**src/rtl/axi_mm_axis_reader.sv**
```systemverilog
// Reads a byte range from AXI4 memory in page-safe INCR bursts and replays the
// returned beats on an AXI4-Stream port, trimming tkeep on the final beat.
module axi_mm_axis_reader #(
   parameter int DATA_WIDTH = 512,
   parameter int KEEP_WIDTH = DATA_WIDTH / 8,
   parameter int ADDR_WIDTH = 34,
   parameter int ID_WIDTH   = 8,
   parameter int LEN_WIDTH  = 20,
   parameter int MAX_BURST  = 16
) (
   input  logic                  clk,
   input  logic                  rst,
   input  logic [ADDR_WIDTH-1:0] s_cmd_addr,
   input  logic [LEN_WIDTH-1:0]  s_cmd_len,
   input  logic                  s_cmd_valid,
   output logic                  s_cmd_ready,
   output logic [ID_WIDTH-1:0]   m_axi_arid,
   output logic [ADDR_WIDTH-1:0] m_axi_araddr,
   output logic [7:0]            m_axi_arlen,
   output logic [2:0]            m_axi_arsize,
   output logic [1:0]            m_axi_arburst,
   output logic                  m_axi_arlock,
   output logic [3:0]            m_axi_arcache,
   output logic [2:0]            m_axi_arprot,
   output logic                  m_axi_arvalid,
   input  logic                  m_axi_arready,
   input  logic [ID_WIDTH-1:0]   m_axi_rid,
   input  logic [DATA_WIDTH-1:0] m_axi_rdata,
   input  logic [1:0]            m_axi_rresp,
   input  logic                  m_axi_rlast,
   input  logic                  m_axi_rvalid,
   output logic                  m_axi_rready,
   output logic [DATA_WIDTH-1:0] m_axis_tdata,
   output logic [KEEP_WIDTH-1:0] m_axis_tkeep,
   output logic                  m_axis_tlast,
   output logic                  m_axis_tvalid,
   input  logic                  m_axis_tready,
   output logic                  busy,
   output logic                  error
);

   localparam int BYTES      = KEEP_WIDTH;
   localparam int OFFS       = $clog2(BYTES);
   localparam int PAGE_BEATS = 4096 / BYTES;

   localparam logic [1:0] S_IDLE = 2'd0;
   localparam logic [1:0] S_ADDR = 2'd1;
   localparam logic [1:0] S_DATA = 2'd2;

   logic [1:0]            state_q, state_d;
   logic [ADDR_WIDTH-1:0] addr_q, addr_d;
   logic [LEN_WIDTH-1:0]  rem_q, rem_d;
   logic [8:0]            size_q, size_d;
   logic [8:0]            beat_cnt_q, beat_cnt_d;
   logic                  arvalid_q, arvalid_d;
   logic [KEEP_WIDTH-1:0] last_keep_q, last_keep_d;
   logic [DATA_WIDTH-1:0] tdata_q, tdata_d;
   logic [KEEP_WIDTH-1:0] tkeep_q, tkeep_d;
   logic                  tlast_q, tlast_d;
   logic                  tvalid_q, tvalid_d;
   logic                  busy_q, busy_d;
   logic                  error_q, error_d;
   logic                  zlen_q, zlen_d;

   logic                  cmd_fire;
   logic                  r_fire;
   logic                  out_fire;
   logic                  last_of_burst;
   logic                  is_final;
   logic [15:0]           rem_capped;
   logic [15:0]           page_left;
   logic [15:0]           burst_beats;
   logic [OFFS-1:0]       len_mod;
   logic                  unused_inputs;

   assign unused_inputs = ^{m_axi_rid, m_axi_rlast};

   assign m_axi_arid    = '0;
   assign m_axi_arsize  = 3'(OFFS);
   assign m_axi_arburst = 2'b01;
   assign m_axi_arlock  = 1'b0;
   assign m_axi_arcache = 4'b0000;
   assign m_axi_arprot  = 3'b000;
   assign m_axi_araddr  = addr_q;
   assign m_axi_arlen   = 8'(size_q - 9'd1);
   assign m_axi_arvalid = arvalid_q;

   assign s_cmd_ready   = (state_q == S_IDLE) && !busy_q;
   assign m_axi_rready  = (state_q == S_DATA) && (!tvalid_q || m_axis_tready);

   assign m_axis_tdata  = tdata_q;
   assign m_axis_tkeep  = tkeep_q;
   assign m_axis_tlast  = tlast_q;
   assign m_axis_tvalid = tvalid_q;
   assign busy          = busy_q;
   assign error         = error_q;

   assign cmd_fire = s_cmd_valid && s_cmd_ready;
   assign r_fire   = m_axi_rvalid && m_axi_rready;
   assign out_fire = tvalid_q && m_axis_tready;
   assign len_mod  = s_cmd_len[OFFS-1:0];

   // Burst length is the smallest of beats left, MAX_BURST and beats to the 4 KiB page end.
   always_comb begin
      rem_capped  = (rem_q > LEN_WIDTH'(MAX_BURST)) ? 16'(MAX_BURST) : 16'(rem_q);
      page_left   = 16'(PAGE_BEATS) - 16'(addr_q[11:OFFS]);
      burst_beats = (page_left < rem_capped) ? page_left : rem_capped;
   end

   assign last_of_burst = (beat_cnt_q + 9'd1) == size_q;
   assign is_final      = last_of_burst && (rem_q == '0);

   always_comb begin
      state_d     = state_q;
      addr_d      = addr_q;
      rem_d       = rem_q;
      size_d      = size_q;
      beat_cnt_d  = beat_cnt_q;
      arvalid_d   = arvalid_q;
      last_keep_d = last_keep_q;
      busy_d      = busy_q;
      error_d     = error_q;
      zlen_d      = 1'b0;

      if (zlen_q || (out_fire && tlast_q)) begin
         busy_d = 1'b0;
      end

      case (state_q)
         S_IDLE: begin
            if (cmd_fire) begin
               addr_d      = s_cmd_addr & ~ADDR_WIDTH'(BYTES - 1);
               rem_d       = (s_cmd_len >> OFFS) + LEN_WIDTH'(|len_mod);
               last_keep_d = (len_mod == '0) ? '1 : ~({KEEP_WIDTH{1'b1}} << len_mod);
               error_d     = 1'b0;
               busy_d      = 1'b1;
               if (s_cmd_len == '0) begin
                  zlen_d = 1'b1;
               end else begin
                  state_d = S_ADDR;
               end
            end
         end
         S_ADDR: begin
            if (!arvalid_q) begin
               arvalid_d = 1'b1;
               size_d    = 9'(burst_beats);
            end else if (m_axi_arready) begin
               arvalid_d  = 1'b0;
               addr_d     = addr_q + (ADDR_WIDTH'(size_q) << OFFS);
               rem_d      = rem_q - LEN_WIDTH'(size_q);
               beat_cnt_d = '0;
               state_d    = S_DATA;
            end
         end
         S_DATA: begin
            // The local beat count ends the burst; rlast is deliberately not trusted.
            if (r_fire) begin
               if (last_of_burst) begin
                  beat_cnt_d = '0;
                  state_d    = (rem_q == '0) ? S_IDLE : S_ADDR;
               end else begin
                  beat_cnt_d = beat_cnt_q + 9'd1;
               end
               if (m_axi_rresp != 2'b00) begin
                  error_d = 1'b1;
               end
            end
         end
         default: begin
            state_d = S_IDLE;
         end
      endcase
   end

   // One-entry output register; rready only opens when this slot is free or draining.
   always_comb begin
      tdata_d  = tdata_q;
      tkeep_d  = tkeep_q;
      tlast_d  = tlast_q;
      tvalid_d = tvalid_q;
      if (r_fire) begin
         tdata_d  = m_axi_rdata;
         tvalid_d = 1'b1;
         tlast_d  = is_final;
         tkeep_d  = is_final ? last_keep_q : '1;
      end else if (out_fire) begin
         tvalid_d = 1'b0;
         tlast_d  = 1'b0;
      end
   end

   always_ff @(posedge clk) begin
      if (rst) begin
         state_q     <= S_IDLE;
         addr_q      <= '0;
         rem_q       <= '0;
         size_q      <= 9'd1;
         beat_cnt_q  <= '0;
         arvalid_q   <= 1'b0;
         last_keep_q <= '1;
         tdata_q     <= '0;
         tkeep_q     <= '0;
         tlast_q     <= 1'b0;
         tvalid_q    <= 1'b0;
         busy_q      <= 1'b0;
         error_q     <= 1'b0;
         zlen_q      <= 1'b0;
      end else begin
         state_q     <= state_d;
         addr_q      <= addr_d;
         rem_q       <= rem_d;
         size_q      <= size_d;
         beat_cnt_q  <= beat_cnt_d;
         arvalid_q   <= arvalid_d;
         last_keep_q <= last_keep_d;
         tdata_q     <= tdata_d;
         tkeep_q     <= tkeep_d;
         tlast_q     <= tlast_d;
         tvalid_q    <= tvalid_d;
         busy_q      <= busy_d;
         error_q     <= error_d;
         zlen_q      <= zlen_d;
      end
   end

endmodule

```
**config.mk**
```make
export PLATFORM = sky130hd
export DESIGN_NAME = axi_mm_axis_reader
export DESIGN_NICKNAME = d
export VERILOG_FILES = /design/src/rtl/axi_mm_axis_reader.sv
export SDC_FILE = /design/constraint.sdc
export NUM_CORES = 2
export LEC_CHECK = 0
export ABC_AREA = 1
export ABC_CLOCK_PERIOD_IN_PS = 4350
export BUFFER_PORTS_ARGS = -buffer_cell sky130_fd_sc_hd__buf_2
export CORE_AREA = 2 2 483 485
export DETAILED_ROUTE_END_ITERATION = 6
export DIE_AREA = 0 0 485 487
export GPL_TIMING_DRIVEN = 0
export PLACE_DENSITY_LB_ADDON = 0.12
export SETUP_SLACK_MARGIN = 0.05
export SLEW_MARGIN = 20
export SYNTH_ARGS = -nofsm -noshare
export SYNTH_HDL_FRONTEND = slang
export SYNTH_SLANG_ARGS = --single-unit
```
**constraint.sdc**
```tcl
create_clock -name clk -period 4.35 [get_ports clk]
set_input_delay 0.2175 -clock clk [delete_from_list [all_inputs] [get_ports clk]]
set_output_delay 0.2175 -clock clk [all_outputs]
set_load 0.02 [all_outputs]
```
==> flow_summary.ini <==
[logic_synthesis]
synth_top_area_frac = 0.513
synth-edff-count = 0
synth-simple-area-share = 0.220
synth_top_family_by_area = simple AND/OR/NAND/NOR gates
synthTopCellsByArea = dfxtp_1 (51%), nand2_1 (17%), a21oi_1 (11%)
seq_area_frac_synth = 0.513
synth_top_cell_by_area = dfxtp_1
netlist_area_um2 = 27900
synth_fa_ha_area_frac = 0.0145
synth-xor-area-share = 0.0116
muxShareOfSynthArea = 0
async_flop_share = 0
ys_types = 50
syn_inst = 3644
synthFlopType = dfxtp_1
synth-seq-cells = 714
synth_compound_area_frac = 0.173
syn_avg_cell_area_um2 = 7.65
ys_warn_count = 0

[global_routing]
grt_pass1_wl_mm = 258
grt_max_degree = 15
grt_util_all_layers = 0.154
antenna_found_initial = 45
grt_overflow = 0
grt_pass1_vias = 32295

[drt]
drtIter0Drc = 1430
postRouteWirelength_mm = 190
via_per_inst = 3.70
vias = 32098
firstDrtPassIters = 5
wire_per_inst_um = 21.9
ant_nets = 0
drc = 0

[cts]
clk_latency_ps = 750
cts.clk_slew.worst_paths_ps = 60
numCtsBuffers = 99
cts-root-buf = clkbuf_16
cts.path.max_buffers = 3
post_cts_resize_count = 0
cts.sinks = 714
cts_max_level = 3
cts_tree = yes

[sta]
min_period_ps = 3330
relSlewSlack = 0.282
setup_viol = 0
finClkSkew_ps = 49.7
max_freq_ghz = 0.300
drv_slew = 0
finalCritPeriodShare = 0.766
rsz0062_at_grt = no
final-hold-violation-count = 0
setup-tns-final_ps = 0
worst_pin_slew_ps = 1080

[worst_setup_path]
path_cells = inv_1, nor2_2, inv_2, a21oi_2, nand2_2, inv_2, buf_2, buf_2, nand2_1, a21oi_1
worst-path-buf-inv = 5
arrival_ps = 3970
slowest_stage = inv_2
required_ps = 4990
path_max_fanout = 12
endpoint_kind = register
worstSetupPathType = reg -> reg
slowest_delay_ps = 640
worstSetupStartpointType = register
critical_path.top_delay_family = buffers and inverters

[floorplanning]
die_width_um = 485
ios = 1229
initial_core_util = 0.120
dieArea_um2 = 236000
die_height_um = 487
core_um2 = 231000
fp-row-count = 177

[power]
seq_power_share = 0.333
power.leakage_uw = 0.0201
vdd_drop_max_uv = 324
internal_power_uw = 14900
p_sw_frac = 0.381
power.switching_uw = 9190
power_frac_comb = 0.304
clock_power_share = 0.362
powerDensity_nw_per_um2 = 514

[placement]
gp_congestion = 0.856
io_buffers = 1186
placed_area_um2 = 37700
dp.final_hpwl_mm = 154

[status]
status = finished clean

[final_layout]
syn_to_final_growth_pct = 68.5
drive_gt1_frac = 0.278
fin_nets = 6147
final_area_um2 = 47000

[run]
max_cap_violations = 0

[min_path]
hp-class = in -> reg
## Yosys cell counts (2+ instances only)
cell / count
dfxtp_1: 714
buf_4: 27
o21bai_1: 2
clkinv_1: 3
nand2_2: 2
clkbuf_1: 107
o22ai_1: 3
buf_12: 4
or2_2: 5
o221ai_1: 16
a21oi_1: 621
nor2_4: 3
a21o_1: 4
inv_2: 7
xnor2_1: 10
nor4_1: 6
and3_1: 3
a22oi_1: 12
o21ai_1: 5
nor2_1: 170
a221oi_1: 2
nor3_2: 3
nor3_1: 19
fa_1: 2
buf_6: 2
a211oi_1: 6
conb_1: 2
a31oi_1: 7
buf_1: 8
xor2_1: 27
nand4_1: 17
ha_1: 29
nor2_2: 8
nand3_1: 65
o2111ai_1: 2
o211ai_1: 23
inv_1: 152
nand2_1: 1248
buf_2: 107
a21oi_2: 44
o21ai_0: 134
nand3b_1: 5
## cell type report
cell class | instances | area [µm²]
Fill cell | 26541 | 184000
Sequential cell | 714 | 14300
Multi-Input combinational cell | 2539 | 11800
Timing Repair Buffer | 1761 | 11700
Tap cell | 3043 | 3810
Clock buffer | 146 | 2950
Buffer | 255 | 1280
Inverter | 163 | 617
Clock inverter | 31 | 479
Antenna cell | 19 | 47.5
## metrics by stage
stage	hold slack [ps]	instances	util	setup slack (ps)	total power, µW
after global placement	420	7900	0.163	342	15200
after CTS	7.58	8652	0.203	568	24600
after floorplan	349	3671	-	1960	12000
final	73.5	8671	0.203	1020	24100
after detailed placement	428	7901	0.163	540	15100
after global routing	52.8	8659	0.203	692	25500
## cells by family (layout without fill, tap and decap cells)
group,after synthesis,count (layout)
fa+ha+maj,31,31
other cells,2,48
xor+xnor,37,37
compound gates,885,885
flops,714,714
buf+inv,418,2356
simple gates,1557,1557
## worst reg2reg max path: cells and delay by family, from the launching register on
family,cells,cell delay [ps]
AND/OR/NAND/NOR,3,710
flip-flops,1,400
buffers and inverters,5,1680
AO/OA/AOI/OAI,2,450
## flip-flops by register name (all words and copies together), names as in the netlist
signal         cells
m_axi_araddr      28
rem_q             20
m_axis_tvalid      1
error              1
m_axis_tkeep      64
state_q            2
busy               1
m_axis_tdata     512
beat_cnt_q         9
m_axis_tlast       1
m_axi_arvalid      1
last_keep_q       64
zlen_q             1
size_q             9
## layer usage
metal,up-vias,track usage,part of all wire,wire [µm]
met1,15194,0.187,0.43,81100
met4,4,0.0504,0.031,5840
met3,220,0.0420,0.067,12700
met5,-,0,0.00014,27
li1,15664,-,-,-
met2,1016,0.261,0.48,90300
## worst paths after layout
| kind | to | start | slack (ps) | cells after the start |
|---|---|---|---|---|
| max | m_axis_tdata[63] | state_q[1] | 1020 | 10 |
| min | beat_cnt_q[0] | m_axi_rvalid | 70 | 5 |
| max reg2reg | m_axis_tdata[63] | state_q[1] | 1020 | 10 |
| min reg2reg | last_keep_q[0] | last_keep_q[0] | 440 | 2 |
## repair_timing
item	in CTS	in global routing
hold endpoints to repair	590	0
hold buffers	574	0
buffers inserted	0	0
## cells in the final DEF, fill, tap and decap left out, types with 27 or more instances in the layout
cell / Yosys / routed
nand2_1: 1248 / 1248
nand3_1: 65 / 65
dlygate4sd3_1: 0 / 574
a21oi_1: 621 / 621
a21oi_2: 44 / 44
buf_2: 107 / 1293
conb_1: 2 / 29
clkbuf_16: 0 / 101
clkbuf_1: 107 / 124
ha_1: 29 / 29
dfxtp_1: 714 / 714
o21ai_0: 134 / 134
nor2_1: 170 / 170
buf_4: 27 / 27
xor2_1: 27 / 27
inv_1: 152 / 152
## power groups by stage
stage | Clock (µW) | Sequential [µW] | Combinational (µW)
floorplan | 0 | 8610 | 3360
global placement | 0 | 8180 | 6990
detailed placement | 0 | 8180 | 6970
CTS | 9090 | 8040 | 7490
global route | 9330 | 8140 | 8070
finish | 8740 | 8040 | 7340
(Power assumes the default switching activity.)
